**config.mk**
```make
export PLATFORM = sky130hd
export DESIGN_NAME = llc_op_sched
export DESIGN_NICKNAME = d
export VERILOG_FILES = /design/src/rtl/llc_op_sched.sv
export SDC_FILE = /design/constraint.sdc
export NUM_CORES = 1
export LEC_CHECK = 0
export BUFFER_PORTS_ARGS = -buffer_cell sky130_fd_sc_hd__buf_4
export CORE_MARGIN = 8
export CORE_UTILIZATION = 51
export DETAILED_ROUTE_END_ITERATION = 12
export PLACE_DENSITY = 0.85
export REMOVE_ABC_BUFFERS = 1
export SETUP_SLACK_MARGIN = 0.15
export SLEW_MARGIN = 10
export SYNTH_ARGS = -nofsm -noshare
export SYNTH_HDL_FRONTEND = slang
export SYNTH_SLANG_ARGS = --single-unit
```
**constraint.sdc**
```tcl
create_clock -name clk -period 3.29 [get_ports clk]
set_input_delay 0.1645 -clock clk [delete_from_list [all_inputs] [get_ports clk]]
set_output_delay 0.1645 -clock clk [all_outputs]
set_load 0.005 [all_outputs]
```
**src/rtl/llc_op_sched.sv**
```systemverilog
// LLC op scheduler: arbitrates clear/snoop/cpu requests, issues one op at a time to the cache
// and replays it on llc_hold. Optional grant/replay counters are enabled by `LLC_SCHED_STATS_EN.
module llc_op_sched #(
  parameter int STARVE_LIMIT = 4,
  parameter int MAX_REPLAY   = 2
) (
  input  logic        clk,
  input  logic        rst,
  input  logic        clr_req,
  output logic        clr_ack,
  input  logic        cpu_valid,
  input  logic [3:0]  cpu_op,
  input  logic [31:0] cpu_addr,
  output logic        cpu_ready,
  input  logic        snp_valid,
  input  logic [3:0]  snp_op,
  input  logic [31:0] snp_addr,
  output logic        snp_ready,
  output logic [31:0] llc_op,
  output logic [31:0] llc_addr,
  input  logic        llc_hold,
  output logic        done,
  output logic [1:0]  done_src,
  output logic        bad_op,
  output logic        replay_err,
  output logic        busy
`ifdef LLC_SCHED_STATS_EN
  ,
  output logic [15:0] stat_cpu_grants,
  output logic [15:0] stat_snp_grants,
  output logic [15:0] stat_replays
`endif
);

  localparam int SW = (STARVE_LIMIT < 1) ? 1 : $clog2(STARVE_LIMIT + 1);
  localparam int RW = (MAX_REPLAY < 1) ? 1 : $clog2(MAX_REPLAY + 1);

  localparam logic [1:0]  S_IDLE   = 2'd0;
  localparam logic [1:0]  S_ISSUE  = 2'd1;
  localparam logic [1:0]  S_WAIT   = 2'd2;
  localparam logic [3:0]  OP_CLEAR = 4'd8;
  localparam logic [31:0] OP_NOP   = 32'd9;
  localparam logic [1:0]  SRC_CPU  = 2'd0;
  localparam logic [1:0]  SRC_SNP  = 2'd1;
  localparam logic [1:0]  SRC_CLR  = 2'd2;

  logic [1:0]    state;
  logic [3:0]    op_q;
  logic [31:0]   addr_q;
  logic [31:0]   addr_hold;
  logic [1:0]    src_q;
  logic [RW-1:0] replay_cnt;
  logic [SW-1:0] starve_cnt;

  logic        idle;
  logic        starve_hit;
  logic        grant_clr;
  logic        grant_snp;
  logic        grant_cpu;
  logic        grant;
  logic        g_legal;
  logic [3:0]  g_op;
  logic [31:0] g_addr;
  logic [1:0]  g_src;
  logic        hold_eff;
  logic        replay;
  logic        retire;

  // Valid/ready: a request is accepted only in the cycle its ready/ack is high; the requester
  // keeps valid and payload stable until then, and grants are suppressed while rst is high.
  always_comb begin
    idle       = (state == S_IDLE) && !rst;
    starve_hit = cpu_valid && (starve_cnt == SW'(STARVE_LIMIT));
    grant_clr  = idle && clr_req;
    grant_snp  = idle && !clr_req && snp_valid && !starve_hit;
    grant_cpu  = idle && !clr_req && cpu_valid && (!snp_valid || starve_hit);
    grant      = grant_clr || grant_snp || grant_cpu;

    // Clear carries no address of its own; it latches zero.
    g_op    = OP_CLEAR;
    g_addr  = '0;
    g_src   = SRC_CLR;
    g_legal = 1'b1;
    if (grant_snp) begin
      g_op    = snp_op;
      g_addr  = snp_addr;
      g_src   = SRC_SNP;
      g_legal = (snp_op >= 4'd3) && (snp_op <= 4'd6);
    end else if (grant_cpu) begin
      g_op    = cpu_op;
      g_addr  = cpu_addr;
      g_src   = SRC_CPU;
      g_legal = (cpu_op <= 4'd2);
    end

    // Clear ops never replay, so a hold against them is ignored.
    hold_eff = llc_hold && (op_q != OP_CLEAR);
    replay   = (state == S_WAIT) && hold_eff && (replay_cnt < RW'(MAX_REPLAY));
    retire   = (state == S_WAIT) && !replay;
  end

  assign clr_ack    = grant_clr;
  assign snp_ready  = grant_snp;
  assign cpu_ready  = grant_cpu;
  assign bad_op     = grant && !g_legal;
  assign done       = retire;
  assign replay_err = retire && hold_eff;
  assign done_src   = src_q;
  assign busy       = (state != S_IDLE);
  assign llc_op     = (state == S_ISSUE) ? {28'd0, op_q} : OP_NOP;
  assign llc_addr   = (state == S_ISSUE) ? addr_q : addr_hold;

  always_ff @(posedge clk or posedge rst) begin
    if (rst) begin
      state      <= S_IDLE;
      op_q       <= '0;
      addr_q     <= '0;
      addr_hold  <= '0;
      src_q      <= SRC_CPU;
      replay_cnt <= '0;
      starve_cnt <= '0;
    end else begin
      case (state)
        S_IDLE:  if (grant && g_legal) state <= S_ISSUE;
        S_ISSUE: state <= S_WAIT;
        S_WAIT:  state <= replay ? S_ISSUE : S_IDLE;
        default: state <= S_IDLE;
      endcase

      if (grant) begin
        op_q   <= g_op;
        addr_q <= g_addr;
        src_q  <= g_src;
      end

      if (state == S_ISSUE) addr_hold <= addr_q;

      if (replay)      replay_cnt <= replay_cnt + 1'b1;
      else if (retire) replay_cnt <= '0;

      if (grant_cpu || !cpu_valid)
        starve_cnt <= '0;
      else if (grant_snp && (starve_cnt != SW'(STARVE_LIMIT)))
        starve_cnt <= starve_cnt + 1'b1;
    end
  end

`ifdef LLC_SCHED_STATS_EN
  always_ff @(posedge clk or posedge rst) begin
    if (rst) begin
      stat_cpu_grants <= '0;
      stat_snp_grants <= '0;
      stat_replays    <= '0;
    end else begin
      if (grant_cpu && (stat_cpu_grants != 16'hffff)) stat_cpu_grants <= stat_cpu_grants + 16'd1;
      if (grant_snp && (stat_snp_grants != 16'hffff)) stat_snp_grants <= stat_snp_grants + 16'd1;
      if (replay && (stat_replays != 16'hffff))       stat_replays    <= stat_replays + 16'd1;
    end
  end
`endif

endmodule

```
==> run summary <==
setup bufs post-CTS = 0
Tcrit/Tclk final = 82.31%
CP Launch Type = register
Reg-to-Reg Start = state[0]
post-route ant nets = 0
initial DRC count = 310
critical hold path startpoint = snp_addr[30]
GRT overflow = 0
number of buffers created by CTS = 9
cell count after synthesis = 351
hold path depth = 3
Hold Vio Cnt, Final = 0
Post-DP HPWL = 6939 microns
signal arrival time at the worst endpoint = 2.54 ns
CP Max Fanout = 20
WP data required = 3.13 ns
sequential element share of the synthesized area = 55.56%
Max Slew Vio Count = 0
Syn Area/Cell = 9.881 sq um
worst-margin pin slew = 1.026 ns
Placed Cells = 538
chip width = 98.47 microns
CTS tree = yes
total number of vias = 2957
GRT Overall Usage = 19.29%
fin cells = 555
vias in the first global route = 3237
clk_skew = 0.007353 ns
fmax = 0.3693 GHz
port bufs = 122
FF-to-FF setup slack = 0.89 ns
Post-synth EDFFs = 0
setup violators final = 0
Unique masters post-synth = 37
H-tree depth = 3
reg2reg path depth = 5
DR pass1 iterations = 7
RSZ-0062 raised after global routing = false
largest cells by area after synthesis = dfrtp_1, nand2_1, a222oi_1
status = completed
Fillers = 520
dominant synthesized flop cell = dfrtp_1
fin nets = 550
die span in y = 98.47 microns
clock sinks = 77
maximum number of pins on one net before global-route repair = 38
most frequent cells in the layout = buf_4, nand2_1, dfrtp_1
mean routed wirelength per cell = 17.05 microns
CP Capture Type = primary output
Power Dens Cells = 835.8 nW/um^2
# diodes = 0
layout cells sized above 1 = 31.16%
clk buf depth = 2
DIE AREA = 9695 sq um
setup total negative slack = 0 ns
async set-or-reset flop fraction in the synthesized netlist = 100.0%
Vias/cell = 5.328
core footprint = 6681 sq um
num rows = 30
FF-to-FF End = addr_q[14]
Initial Util = 51.91%
clk root buf = clkbuf_8
CTS clk-pin slew, worst paths = 0.08 ns
worst skew pair latency = 0.34 ns
Max-slew headroom = 31.17%
WS Path Type = reg -> out
leak pwr = 2.659 nW
Remaining DRCs = 0
Final Util = 68.88%
Hold Slack = 0.03302 ns
Routed WL = 9465 microns
gpl congestion = 0.8125
synthesized area = 3468 sq um
Synth Warn # = 0
Yosys top cell by area = dfrtp_1
Ports = 151
Max IR drop VDD = 418.2 uV
max_cap viols = 0
most common cell after layout, fill and taps aside = buf_4
Area growth syn-to-layout = 32.68%
initial antenna violation count = 0
#FFs+latches synth = 77
Hold EP = addr_q[30]
Crit. Startpoint = state[0]
first-pass GRT wire length = 15150 microns
Final min period = 2.708 ns
share of the synthesized area in the top cell type = 55.56%
worst hold path class = in -> reg
[logic make-up (layout without fill, tap and decap cells)]
kind of cell	count (synthesis)	in the layout	synth area share, %
compound gates	54	54	14.18
fa+ha+maj	2	2	0.7214
buf+inv	90	187	13.89
flops	77	77	55.56
mux	1	1	0.2886
other cells	1	28	0.1081
simple gates	126	126	15.26
[report_power, final]
group,leakage [nW],switching (W),internal (W)
clock network,0.130,0.000331,0.000567
registers,1.02,0.000189,0.00134
logic,1.51,0.000733,0.000686
total,2.66,0.00125,0.00259
[per-layer routing]
metal	vias to the layer above	global-route usage, %	share of wire, %
met3	13	7.963	11
met2	163	32.55	50
li1	1375	-	-
met5	-	0	0
met1	1406	20.99	38
met4	0	7.910	1.4
[final cells by class]
type                    count  area (sq um)  share of cell area [%]
flip-flops and latches     77          1927                   41.87
multi-input cells         211          1175                   25.53
repair buffers            129         983.4                   21.37
clock buffers              13         168.9                   3.670
inverters                  42         157.7                   3.426
well taps                  80         100.1                   2.175
clock inverters             3         90.09                   1.958
[critical path, stage by stage (launching register included)]
cell and delay [ns]:
dfrtp_1 0.42, or4_1 0.67, a211oi_4 0.74, buf_12 0.24
buf_4 0.12
[cell usage after synthesis, types with 2 or more instances]
| master | n |
|---|---|
| nor2_1 | 4 |
| clkbuf_1 | 8 |
| a222oi_1 | 35 |
| a21oi_1 | 3 |
| inv_1 | 41 |
| a21o_1 | 2 |
| nand2_1 | 103 |
| buf_4 | 30 |
| o31ai_1 | 2 |
| nand2b_1 | 3 |
| ha_1 | 2 |
| or2_2 | 2 |
| a211o_1 | 2 |
| buf_2 | 7 |
| buf_6 | 3 |
| dfrtp_1 | 77 |
| and2_1 | 4 |
| o21ai_0 | 4 |
[how the worst max path moves through the flow]
| stage | slack (ns) | to |
|---|---|---|
| after floorplan | 0.47 | addr_q[0] |
| final | 0.58 | cpu_ready |
| after global routing | 0.49 | cpu_ready |
| after CTS | 0.59 | cpu_ready |
| after detailed placement | 0.96 | addr_q[14] |
| after global placement | 1.05 | cpu_ready |
[flip-flops by register name, indices dropped and copies added, names as in the netlist]
register    cells
addr_hold      32
addr_q         32
op_q            4
starve_cnt      3
done_src        2
replay_cnt      2
state           2
[metrics by stage]
step / power (W) / area [sq um] / setup WS, ns
2_1_floorplan: 0.002205 / 3246 / 0.4740
3_3_place_gp: 0.002899 / 4333 / 1.050
3_5_place_dp: 0.002978 / 4333 / 0.9570
4_1_cts: 0.003892 / 4602 / 0.5869
5_1_grt: 0.004107 / 4602 / 0.4932
6_report: 0.003846 / 4602 / 0.5820
[timing repair]
item | in CTS | in global routing
hold buffers | 1 | 0
endpoints found under the setup margin | 0 | 0
hold endpoints to repair | 27 | 0
resized for setup | 0 | 0
No activity file was read; power rests on OpenSTA's default activity.
